**src/rtl/seq_muldiv_unit.sv**
```systemverilog
// Iterative signed multiply/divide unit: one multiplier or quotient bit per cycle,
// start/done handshake, remainder output and ALU-compatible flag word.
module seq_muldiv_unit #(
  parameter int l = 16,
  parameter int p = 1
) (
  input  logic         Clock,
  input  logic         Reset,
  input  logic         Start,
  input  logic [p:0]   Operation,
  input  logic [l-1:0] B,
  input  logic [l-1:0] C,
  input  logic [l-1:0] FlagsIn,
  output logic         Ready,
  output logic         Done,
  output logic [l-1:0] Res,
  output logic [l-1:0] Rem,
  output logic [l-1:0] FlagsOut,
  output logic [1:0]   dbg_state
);

  localparam int CW = $clog2(l);
  localparam logic [l-1:0] HALF = {1'b1, {(l-1){1'b0}}};
  localparam logic [p:0] OP_DIV = '0;
  localparam logic [p:0] OP_MUL = {{p{1'b0}}, 1'b1};

  typedef enum logic [1:0] {IDLE, RUN, FINISH} state_t;
  typedef enum logic [1:0] {K_DIV, K_MUL, K_DIVZ, K_NOP} kind_t;

  state_t          state;
  kind_t           kind;
  logic            sign;
  logic            b_neg;
  logic [l-1:0]    flags_cap;
  logic [2*l-1:0]  mcand;
  logic [l-1:0]    mplier;
  logic [2*l-1:0]  prod;
  logic [l-1:0]    divisor;
  logic [l-1:0]    quo;
  logic [l-1:0]    rmd;
  logic [CW-1:0]   cnt;

  logic [l-1:0]    abs_b;
  logic [l-1:0]    abs_c;
  logic [l:0]      trial;
  logic [l-1:0]    diff;
  logic [l-1:0]    prod_lo;
  logic [l-1:0]    fin_res;
  logic [l-1:0]    fin_rem;
  logic [l-1:0]    fin_flags;

  // Magnitude fits the signed range only up to 2^(l-1) when the result is negative.
  function automatic logic out_range(input logic [l-1:0] v, input logic s);
    return s ? (v > HALF) : (v >= HALF);
  endfunction

  assign abs_b     = B[l-1] ? -B : B;
  assign abs_c     = C[l-1] ? -C : C;
  assign trial     = {rmd, quo[l-1]};
  assign diff      = trial[l-1:0] - divisor;
  assign prod_lo   = prod[l-1:0];
  assign dbg_state = state;

  always_comb begin
    fin_res   = '0;
    fin_rem   = '0;
    fin_flags = flags_cap;
    case (kind)
      K_MUL: begin
        fin_res      = sign ? -prod_lo : prod_lo;
        fin_flags[0] = (|prod[2*l-1:l]) | out_range(prod_lo, sign);
      end
      K_DIV: begin
        fin_res      = sign ? -quo : quo;
        fin_rem      = b_neg ? -rmd : rmd;
        fin_flags[1] = |rmd;
        fin_flags[2] = 1'b0;
        fin_flags[3] = out_range(quo, sign);
      end
      K_DIVZ: begin
        // quo still holds |B| because RUN was skipped
        fin_rem      = b_neg ? -quo : quo;
        fin_flags[1] = 1'b0;
        fin_flags[2] = 1'b1;
        fin_flags[3] = 1'b0;
      end
      default: ;
    endcase
  end

  always_ff @(posedge Clock) begin
    if (Reset) begin
      state     <= IDLE;
      kind      <= K_NOP;
      Ready     <= 1'b1;
      Done      <= 1'b0;
      Res       <= '0;
      Rem       <= '0;
      FlagsOut  <= '0;
      sign      <= 1'b0;
      b_neg     <= 1'b0;
      flags_cap <= '0;
      mcand     <= '0;
      mplier    <= '0;
      prod      <= '0;
      divisor   <= '0;
      quo       <= '0;
      rmd       <= '0;
      cnt       <= '0;
    end else begin
      Done <= 1'b0;
      case (state)
        IDLE: begin
          if (Start) begin
            Ready     <= 1'b0;
            sign      <= B[l-1] ^ C[l-1];
            b_neg     <= B[l-1];
            flags_cap <= FlagsIn;
            mcand     <= {{l{1'b0}}, abs_b};
            mplier    <= abs_c;
            prod      <= '0;
            divisor   <= abs_c;
            quo       <= abs_b;
            rmd       <= '0;
            cnt       <= CW'(l - 1);
            if (Operation == OP_MUL) begin
              kind  <= K_MUL;
              state <= RUN;
            end else if (Operation == OP_DIV) begin
              if (C == '0) begin
                kind  <= K_DIVZ;
                state <= FINISH;
              end else begin
                kind  <= K_DIV;
                state <= RUN;
              end
            end else begin
              kind  <= K_NOP;
              state <= FINISH;
            end
          end
        end
        RUN: begin
          if (kind == K_MUL) begin
            if (mplier[0]) prod <= prod + mcand;
            mcand  <= mcand << 1;
            mplier <= mplier >> 1;
          end else begin
            // Restoring step: l+1-bit compare, subtract only when it fits
            if (trial >= {1'b0, divisor}) begin
              rmd <= diff;
              quo <= {quo[l-2:0], 1'b1};
            end else begin
              rmd <= trial[l-1:0];
              quo <= {quo[l-2:0], 1'b0};
            end
          end
          cnt <= cnt - CW'(1);
          if (cnt == '0) state <= FINISH;
        end
        FINISH: begin
          Res      <= fin_res;
          Rem      <= fin_rem;
          FlagsOut <= fin_flags;
          Done     <= 1'b1;
          Ready    <= 1'b1;
          state    <= IDLE;
        end
        default: state <= IDLE;
      endcase
    end
  end

endmodule

```
**config.mk**
```make
export PLATFORM = sky130hd
export DESIGN_NAME = seq_muldiv_unit
export DESIGN_NICKNAME = d
export VERILOG_FILES = /design/src/rtl/seq_muldiv_unit.sv
export SDC_FILE = /design/constraint.sdc
export NUM_CORES = 1
export LEC_CHECK = 0
export CORE_UTILIZATION = 55
export CTS_CLUSTER_SIZE = 14
export DETAILED_ROUTE_END_ITERATION = 10
export PLACE_DENSITY = 0.77
export SLEW_MARGIN = 15
export SYNTH_ARGS = -nofsm -noshare
export SYNTH_HDL_FRONTEND = slang
export SYNTH_SLANG_ARGS = --single-unit
export TNS_END_PERCENT = 10
```
**constraint.sdc**
```tcl
create_clock -name Clock -period 4.3 [get_ports Clock]
set_clock_uncertainty 0.15 [all_clocks]
set_input_delay 0.43 -clock Clock [delete_from_list [all_inputs] [get_ports Clock]]
set_output_delay 0.43 -clock Clock [all_outputs]
set_load 0.03 [all_outputs]
```
==> impl_metrics.tcl, run 1 <==
set metrics [dict create \
    cts-resized-gates 0 \
    insertion_delay_ps 510 \
    power.total_mw 4.954 \
    grt_usage_pct 29.34 \
    seq_area_frac_synth_pct 34.41 \
    holdBufCountCts 0 \
    clockBufferDepth 3 \
    synth.area.top_cells "dfxtp_1 34%, nand2_1 6.4%, nor2_1 5.9%" \
    crit_arrival_ps 3430 \
    p_per_area_nw_per_um2 358.8 \
    yosysTopAreaCell "dfxtp_1" \
    initial_core_util_pct 56.28 \
    synthFlopType "dfxtp_1" \
    grt_pass1_wl_um 52920 \
    dp_hpwl_um 23930 \
    fin_nets 1682 \
    post-cts-setup-buffers 0 \
    synth_area_per_cell_um2 7.803 \
    syn2layout_area_growth_pct 16.33 \
    vias 11300 \
    fmax_mhz 310.6 \
    gp_congestion 0.9410 \
    grt_max_degree 73 \
    finalMaxSlewViolations 0 \
    maxSlewHeadroom_pct 23.38 \
    std_cell_rows 53 \
    wire_per_inst_um 17.61 \
    antenna_found_initial 0 \
    diodes 0 \
    synth_commonest_cells "204 x dfxtp_1, 203 x nand2_1, 188 x nor2_1" \
    max_stage_delay_ps 770 \
    period_share_pct 74.88 \
    path_clk_slew_ps 60 \
    cp_data_required_time_ps 4510 \
    slowest_stage "o21a_1" \
    setup_violations 0 \
    ys_seq_elements 204 \
    startpoint_type "register" \
    syn_inst 1521 \
    synth_top_area_share_pct 34.41 \
    leakage_nw 5.523 \
    worst_slew_pin_slew_ps 1148 \
    clock-sinks 204 \
    drc_errors 0 \
    finalSetupTns_ps 0 \
    hold_viol_final 0 \
    portBuffers 104 \
    path_class "register to register" \
    die_area_um2 22170 \
    yosysWarnings 0 \
    die_y_um 148.9 \
    numCtsBuffers 23 \
    cts_tree "done" \
    dr.pass1.iters 7 \
    synth_cell_types 69 \
    drv_cap 0 \
    die_w_um 148.9 \
    worstHoldPathType "register to register" \
    drtAntennaViolNets 0 \
    yosysMostFrequentCell "dfxtp_1" \
    drt_wl_total_um 32840 \
    worstSetupEndpointType "register" \
    rsz0062_at_grt "false" \
    async_reset_ff_share_pct 0 \
    cts_htree_levels 1 \
    via_per_inst 6.056 \
    ir_drop_mv 0.2554 \
    fin_crit_ps 3220 \
    grt_overflow_total 0 \
    synth_edf_count 0 \
    drt_iter0_markers 858 \
    cp_cell_sequence "ha_1 > a21o_1 > a21o_1 > a2111oi_0 > a21boi_1 > o21a_1 > a211oi_1 > a21oi_1 > nor2_1" \
    status "finished, final reports clean" \
    crit_path_max_fanout 28 \
    coreArea_um2 21090 \
    clock-root-buffer "clkbuf_16" \
    cpMostUsedCell "a21o_1" \
    syn_nets 1629 \
    grt_pass1_vias 10520 \
    layout-drive-gt1-share_pct 5.031 \
    io_pins 105 \
    synth_area_um2 11870 \
]
final cells by class:
cell class                      count  area [µm²]
Clock inverter                      8       55.05
Sequential cell                   204        4084
Timing Repair Buffer              124        1189
Tap cell                          275       344.1
Fill cell                        1805        7281
Clock buffer                       33       683.2
Inverter                           45       168.9
Multi-Input combinational cell   1176        7283
cell families (layout without fill, tap and decap cells):
group	after synthesis	after routing	synth area share, %
XOR/XNOR	105	105	7.748
flip-flops	204	204	34.41
adder cells (fa/ha/maj)	55	55	5.925
AO/OA/AOI/OAI	472	472	26.45
AND/OR/NAND/NOR	533	533	19.76
multiplexers	11	11	1.244
buffers and inverters	141	210	4.470
placed cells by master, fill, tap and decap left out, drive strengths merged, types with 33 or more instances in the layout:
cell           instances
dfxtp                204
a211oi                49
nor2                 188
nand2                203
clkbuf                33
xor2                  60
a21oi                127
xnor2                 45
o21ai                 84
clkdlybuf4s50        103
ha                    53
inv                   45
layer usage:
layer / up-vias / global-route usage (%) / part of all wire (%)
met1: 5262 / 40.51 / 45
met3: 55 / 4.190 / 7.6
met2: 414 / 47.33 / 45
li1: 5564 / - / -
met4: 0 / 8.673 / 1.9
met5: - / 0 / 0
critical path: cells and delay by family, from the launching register on:
kind	cells	cell delay, ps
AND/OR/NAND/NOR	1	50
flip-flops	1	450
adder cells (fa/ha/maj)	1	350
AO/OA/AOI/OAI	7	2070
power breakdown:
part           total [mW]  leakage (nW)  internal [mW]  switching (mW)
Sequential           2.10          1.66           1.98           0.115
Combinational       0.949          3.51          0.364           0.585
Clock                1.91         0.358           1.11           0.804
Total                4.95          5.52           3.45            1.50
final timing paths:
kind                            slack (ps)  cells past startpoint       to  startpoint
worst min register to register         290                      2  Rem[15]     Rem[15]
worst max-delay path                  1080                      9   quo[0]      rmd[9]
worst min-delay path                   290                      2  Rem[15]     Rem[15]
worst max register to register        1080                      9   quo[0]      rmd[9]
flip-flops by register name, summed over array words and instances (netlist names), 2 cells and up:
signal     flops
Res           16
FlagsOut      16
mcand         32
quo           16
flags_cap     16
cnt            4
dbg_state      2
Rem           16
rmd           16
kind           2
mplier        16
divisor       16
prod          32
metrics by stage:
step	hold WS, ps	area [µm²]	utilization [%]	worst slack (ps)	instances
after global placement	278.8	13070	61.97	1120	1824
after detailed placement	283.2	13070	61.97	1015	1824
final	287.9	13810	65.47	1080	1865
after global routing	316.8	13810	65.47	863.8	1865
after floorplan	282.1	11870	-	1358	1521
after CTS	290.0	13810	65.47	1115	1865
Power figures use the tool's default switching activity.
==> run 2, diff against run 1 <==
Clock period 4.3 ns to 3.3 ns, I/O delays scaled along.
==> impl_metrics.tcl, run 2 (same netlist as run 1, synthesis figures left out) <==
set metrics [dict create \
    status "finished, final reports clean" \
    via_per_inst 6.035 \
    fmax_mhz 315.9 \
    dp_hpwl_um 23850 \
    place_area_um2 13190 \
    antenna_found_initial 0 \
    post-cts-setup-buffers 0 \
    rsz0062_at_grt "false" \
    slowest_stage "dfxtp_1" \
    max_stage_delay_ps 350 \
    numCtsBuffers 23 \
    diodes 0 \
    cts_htree_levels 1 \
    worstHoldPathType "input pin to register" \
    die_w_um 148.9 \
    maxSlewHeadroom_pct 29.78 \
    worst_slew_pin_slew_ps 1052 \
    gp_congestion 0.9265 \
    final_area_um2 14000 \
    ir_drop_mv 0.4546 \
    std_cell_rows 53 \
    drc_errors 0 \
    drv_cap 0 \
    path_buf_inv 1 \
    worstSetupEndpointType "register" \
    wire_per_inst_um 17.16 \
    cp_cell_sequence "ha_1 > inv_1 > fa_1 > nor2b_4 > o31a_1 > o311a_1 > o21a_2 > o311a_4 > o211a_1 > or3_1 > a32o_1" \
    finalSetupTns_ps 0 \
    die_y_um 148.9 \
    reg_top3 "mcand x32, prod x32" \
    p_per_area_nw_per_um2 479.9 \
    holdBufCountCts 0 \
    coreArea_um2 21090 \
    grt_usage_pct 29.07 \
    io_pins 105 \
    syn2layout_area_growth_pct 17.98 \
    grt_pass1_vias 10370 \
    layout-drive-gt1-share_pct 6.036 \
    drt_iter0_markers 813 \
    period_share_pct 95.92 \
    dr.pass1.iters 5 \
    path_clk_slew_ps 70 \
    grt_max_degree 56 \
    drtAntennaViolNets 0 \
    fillCellCount 1762 \
    startpoint_type "register" \
    crit_arrival_ps 3420 \
    vias 11360 \
    setup_violations 0 \
    cp_data_required_time_ps 3550 \
    crit_family "compound AO/OA/AOI/OAI gates" \
    cts_tree "done" \
    clockBufferDepth 3 \
    clock-root-buffer "clkbuf_16" \
    portBuffers 104 \
    clock-sinks 204 \
    leakage_nw 5.627 \
    finalMaxSlewViolations 0 \
    layout_common_cells "204 x dfxtp_1, 203 x nand2_1, 186 x nor2_1" \
    insertion_delay_ps 520 \
    hold_viol_final 0 \
    initial_core_util_pct 56.28 \
    crit_path_max_fanout 5 \
    die_area_um2 22170 \
    final_common_cell "dfxtp_1" \
    drt_wl_total_um 32290 \
    fin_crit_ps 3165 \
    power.total_mw 6.720 \
    grt_pass1_wl_um 52450 \
    path_class "register to register" \
    grt_overflow_total 0 \
    post-route-util_pct 66.41 \
    fin_nets 1698 \
    cts-resized-gates 0 \
]
run 2: cell count changes in the layout (fill, tap and decap cells not counted):
cell,previous run,this run
buf_4,21,37
bufinv_16,0,4
clkbuf_8,7,3
clkinv_2,3,2
clkinvlp_4,3,4
inv_6,1,2
run 2: area by class of cell:
cell class,instances,area [µm²],share of cell area (%)
multi-input cells,1176,7283,52.01
flip-flops and latches,204,4084,29.16
repair buffers,140,1309,9.346
clock buffers,29,628.1,4.485
well taps,275,344.1,2.457
clock inverters,13,186.4,1.331
inverters,45,168.9,1.206
run 2: final timing paths:
kind	depth (start not counted)	start	end	slack, ps
hold / removal	2	Reset	prod[4]	40
hold reg to reg	2	Rem[14]	Rem[14]	290
setup / recovery	11	prod[0]	prod[16]	130
setup reg to reg	11	prod[0]	prod[16]	130
run 2: power by group:
part / leakage, nW / internal, mW / switching (mW) / total (mW)
combinational: 3.58 / 0.492 / 0.754 / 1.25
clock: 0.387 / 1.67 / 1.07 / 2.74
sequential: 1.66 / 2.58 / 0.150 / 2.73
run 2: per-layer routing:
layer	GRT usage, %	vias to the layer above	wire, µm
met4	8.316	0	734
met2	46.58	370	14280
li1	-	5620	-
met5	0	-	0
met3	4.006	58	2177
met1	40.61	5309	15100
run 2: per-stage QoR:
stage,setup slack [ps],std cells,hold WS [ps]
6_report,134.6,1882,36.42
5_1_grt,34.22,1882,30.16
4_1_cts,161.5,1882,20.87
3_5_place_dp,166.4,1840,281.9
3_3_place_gp,240.2,1840,277.0
2_1_floorplan,357.7,1521,282.1
==> RTL change 1: new RTL, config.mk and constraints of run 1 <==
Put one more register stage on the output `FlagsOut`, with the module's reset. The value now appears one clock later. The other outputs are not delayed to match.
--- a/src/rtl/seq_muldiv_unit.sv
+++ b/src/rtl/seq_muldiv_unit.sv
@@ -27,4 +27,6 @@
   typedef enum logic [1:0] {IDLE, RUN, FINISH} state_t;
   typedef enum logic [1:0] {K_DIV, K_MUL, K_DIVZ, K_NOP} kind_t;
+
+  logic [l-1:0] FlagsOut_s0;
 
   state_t          state;
@@ -97,5 +99,5 @@
       Res       <= '0;
       Rem       <= '0;
-      FlagsOut  <= '0;
+      FlagsOut_s0 <= '0;
       sign      <= 1'b0;
       b_neg     <= 1'b0;
@@ -162,5 +164,5 @@
           Res      <= fin_res;
           Rem      <= fin_rem;
-          FlagsOut <= fin_flags;
+          FlagsOut_s0 <= fin_flags;
           Done     <= 1'b1;
           Ready    <= 1'b1;
@@ -172,4 +174,12 @@
   end
 
+  always_ff @(posedge Clock) begin
+    if (Reset) begin
+      FlagsOut <= '0;
+    end else begin
+      FlagsOut <= FlagsOut_s0;
+    end
+  end
+
 endmodule
 
Formal check against the unedited RTL: not equivalent (Yosys sat finds a counterexample within 4 cycles, from zero or initial values and one cycle with Reset high).
==> RTL change 1 against run 1 <==
The run now ends with design-rule violations left. Combinational power grew 6%. Sequential power is 7% higher. Global-route usage decreased by 0.79 points. Synthesized area up 5.1%. Sequential cell count grew 16. Cell area up 4.6%. Wire length is 2.7% higher. Worst setup slack worse by 270 ps. Sequential share of layout area rose by 0.91 points. Total power rose by 8.3%. Count of clock-buffer cells in the layout decreased by 1. Critical path type unchanged. Largest cell class unchanged.
==> RTL change 1: results (changes against run 1) <==
Clk root buf: clkbuf_16 (unchanged)
Global Route Usage Sum: 0.2855 (was 0.2934)
DRT Wirelength: 33,720 µm (was 32,840 µm)
First-pass GRT wire length: 54,770 µm (was 52,920 µm)
FILL cells: 1,864 (was 1,805)
Fraction of layout cells with a size suffix above 1: 0.05825 (was 0.05031)
Global-route met3 utilization: 0.04067 (was 0.04190)
Top_reg_cell synth: dfxtp_1 (unchanged)
Placed Area: 13,640 µm² (was 13,070 µm²)
Initial antenna violation count: 0 (unchanged)
LEAKAGE: 5.728 nW (was 5.523 nW)
Relative slew slack: 0.3764 (was 0.2338)
Vias: 11,520 (was 11,300)
Setup Buffers After CTS: 0 (unchanged)
Synth async-reset ratio: 0 (unchanged)
Sequential area share after synthesis: 0.3530 (was 0.3441)
H-tree Lvls: 1 (unchanged)
Remaining DRCs: 11 (was 0)
I/O Buffers: 104 (unchanged)
Failing checks: design-rule violations
GR Util met2: 0.4388 (was 0.4733)
Top cells by count, synth: dfxtp_1, nand2_1, nor2_1 (unchanged)
Status: complete, but fails checks (was finished clean)
Cts bufs inserted: 24 (was 23)
Clock latency on the worst-skew pair: 520 ps
Critical path arrival: 3780 ps (was 3430 ps)
Peak VDD IR: 320.0 µV (was 255.4 µV)
Max-slew violations: 0 (unchanged)
DR iter-0 viols: 886 (was 858)
Post-synth EDFFs: 0 (unchanged)
# diodes: 0 (unchanged)
Largest registers: mcand x32, prod x32 (unchanged)
Post-CTS Resized: 0 (unchanged)
Post-Syn Nets: 1,688 (was 1,629)
Top Family by Delay on Critical Path: compound AO/OA/AOI/OAI gates (unchanged)
Sw Pwr: 1.589 mW (was 1.504 mW)
Critical Path Max Stage Delay: 540 ps (was 770 ps)
Vias in the first global route: 10,430 (was 10,520)
Crit-path max FO: 7 (was 28)
Min-delay worst type: in2reg (was reg2reg)
Largest net degree at the start of global routing: 106 (was 73)
DP Wirelength: 24,240 µm (was 23,930 µm)
Routability cong.: 0.9220 (was 0.9410)
DR pass1 iterations: 8 (was 7)
CP max stage cell: a2111oi_0 (was o21a_1)
GR Util met1: 0.4233 (was 0.4051)
Clk buf depth: 3 (unchanged)
Yosys cell types: 80 (was 69)
Synth area leaders: dfxtp_1, nand2_1, nor2_1 (unchanged)
==> RTL change 1: metrics by stage <==
step	setup WS [ps]	utilization	instances
global route	486.7	0.6558	1928
CTS	857.5	0.6558	1928
global placement	950.2	0.6192	1884
floorplan	1223	-	1580
detailed placement	868.9	0.6192	1884
finish	805.5	0.6558	1928
==> RTL change 1: cell type report <==
type,count,share of cell area
multi-input cells,1214,0.5194
flip-flops and latches,220,0.3049
repair buffers,125,0.08393
clock buffers,32,0.04790
well taps,280,0.02425
inverters,45,0.01169
clock inverters,12,0.007969
==> RTL change 1: power by group through the flow <==
stage / clock network [mW] / registers (mW) / logic (mW)
after floorplan: 0 / 2.26 / 0.719
after global placement: 0 / 2.28 / 0.982
after detailed placement: 0 / 2.28 / 0.996
after CTS: 2.13 / 2.24 / 1.00
after global routing: 2.22 / 2.26 / 1.11
final: 2.11 / 2.24 / 1.01
==> RTL change 1: worst paths after layout <==
| kind | to | startpoint | cells after the start | slack (ps) |
|---|---|---|---|---|
| min reg2reg | FlagsOut_s0[15] | flags_cap[15] | 2 | 300 |
| max | prod[28] | prod[0] | 12 | 810 |
| max reg2reg | prod[28] | prod[0] | 12 | 810 |
| min | mcand[10] | Reset | 2 | 240 |
==> RTL change 1: kinds of logic after synthesis <==
family,after synthesis,synth area share
muxes,5,0.006117
adders and majority gates,55,0.05636
xor gates and xnor gates,103,0.07231
DFF,220,0.3530
and+or+nand+nor,598,0.2193
AOI/OAI and AO/OA,453,0.2450
buffers and inverters,146,0.04784
==> RTL change 1: layer usage <==
metal,wire [µm],share of wire,vias up
met4,486,0.014,0
met3,2634,0.078,41
met5,0,0,-
met2,14470,0.43,367
met1,16130,0.48,5364
li1,-,-,5750
==> RTL change 2: new RTL, config.mk and constraints of run 1 <==
Without the edit above. `l`: 16 -> 32.
--- a/src/rtl/seq_muldiv_unit.sv
+++ b/src/rtl/seq_muldiv_unit.sv
@@ -2,5 +2,5 @@
 // start/done handshake, remainder output and ALU-compatible flag word.
 module seq_muldiv_unit #(
-  parameter int l = 16,
+  parameter int l = 32,
   parameter int p = 1
 ) (
Interface: changed (6 resized); port bits go from 105 to 201. No check against the original RTL was run, so the function may have changed too.
==> RTL change 2 against run 1 <==
Cell area rose by 100%. Sequential power rose by 99%. Total power is 120% higher. Wire length increased by 140%. Final cell count is 110% higher. Synthesized area rose by 100%. Die area up 100%. Synthesized cell count rose by 110%. Sequential cell count grew 193. Worst setup slack worse by 750 ps. First-iteration DRC count increased to 2.9 times the old value. Clock power up 110%. Critical path type unchanged. Largest power group unchanged.
==> RTL change 2: results (changes against run 1) <==
Status: finished clean (unchanged)
FILL cells: 3,811 (was 1,805)
LEAKAGE: 10.79 nW (was 5.523 nW)
Signal buffers: 244 (was 124)
First-pass GRT wire length: 123,200 µm (was 52,920 µm)
Crit path from: quo[31] (was rmd[9])
Vias in the first global route: 22,250 (was 10,520)
Largest registers: mcand x64, prod x64 (was mcand x32, prod x32)
Crit-path max FO: 4 (was 28)
Reg2reg path depth: 15 (was 9)
Non-Clock Buffer Area Fraction: 0.08438 (was 0.08609)
Post-Synth XOR/XNOR Area: 0.08414 (was 0.07748)
DP Wirelength: 57,450 µm (was 23,930 µm)
H-tree Lvls: 2 (was 1)
#MultiIn Comb: 2,480 (was 1,176)
Compound-Gate Fraction of Synth Area: 0.2617 (was 0.2645)
Clock latency on the worst-skew pair: 610 ps (was 510 ps)
Clk tree area frac: 0.05604 (was 0.05347)
CP max stage cell: o311ai_0 (was o21a_1)
Sequential cell area: 7950 µm² (was 4084 µm²)
DR pass1 iterations: 6 (was 7)
Nets: 3,452 (was 1,682)
Top cells by count, synth: nand2_1, dfxtp_1, nor2_1 (was dfxtp_1, nand2_1, nor2_1)
Vias: 24,080 (was 11,300)
Placed Area: 26,420 µm² (was 13,070 µm²)
DRT Wirelength: 78,350 µm (was 32,840 µm)
HP Start: Reset (was Rem[15])
I/O Buffers: 200 (was 104)
Min-delay worst type: in2reg (was reg2reg)
Multi-input logic area: 15,090 µm² (was 7283 µm²)
Sequential area share after synthesis: 0.3305 (was 0.3441)
Multiplexer share of the synthesized area: 0.01551 (was 0.01244)
Slew @ Worst Pin: 1154 ps (was 1148 ps)
Peak VDD IR: 291.2 µV (was 255.4 µV)
Inverters, non-clock: 79 (was 45)
Fraction of layout cells with a size suffix above 1: 0.05213 (was 0.05031)
Largest net degree at the start of global routing: 133 (was 73)
Critical Path Max Stage Delay: 520 ps (was 770 ps)
CLK BUF: 63 (was 33)
Post-Syn Nets: 3,372 (was 1,629)
Synth area leaders: dfxtp_1, nand2_1, a21oi_1 (was dfxtp_1, nand2_1, nor2_1)
==> RTL change 2: logic make-up (layout without fill, tap and decap cells) <==
kind of cell | count (synthesis) | in the layout
AND/OR/NAND/NOR | 1135 | 1135
buffers and inverters | 290 | 403
adder cells (fa/ha/maj) | 104 | 104
AO/OA/AOI/OAI | 983 | 983
flip-flops | 397 | 397
XOR/XNOR | 231 | 231
multiplexers | 27 | 27
==> RTL change 2: layer usage <==
metal | routed length [µm] | vias up | track usage
met4 | 2161 | 0 | 0.1097
li1 | - | 11470 | -
met5 | 0 | - | 0
met2 | 35810 | 994 | 0.5620
met1 | 34390 | 11470 | 0.4773
met3 | 5984 | 147 | 0.04475
==> RTL change 2: power groups by stage <==
| stage | Sequential (mW) | Clock [mW] | Combinational (mW) |
|---|---|---|---|
| after detailed placement | 4.25 | 0 | 2.39 |
| after floorplan | 4.17 | 0 | 1.65 |
| after global placement | 4.23 | 0 | 2.34 |
| after global routing | 4.20 | 4.26 | 2.65 |
| after CTS | 4.17 | 4.11 | 2.40 |
| final | 4.18 | 4.06 | 2.44 |
==> RTL change 2: metrics by stage <==
step,util,worst slack [ps],total power [mW],std cells
3_3_place_gp,0.6134,475.8,6.579,3785
2_1_floorplan,-,916.6,5.823,3167
5_1_grt,0.6499,54.01,11.12,3865
6_report,0.6499,331.4,10.68,3865
4_1_cts,0.6498,333.0,10.68,3865
3_5_place_dp,0.6134,364.2,6.633,3785
==> RTL change 2: path summary, 6_finish.rpt <==
| path | to | slack (ps) |
|---|---|---|
| max | rmd[28] | 330 |
| min | mcand[41] | 170 |
| max reg2reg | rmd[28] | 330 |
| min reg2reg | FlagsOut[14] | 290 |
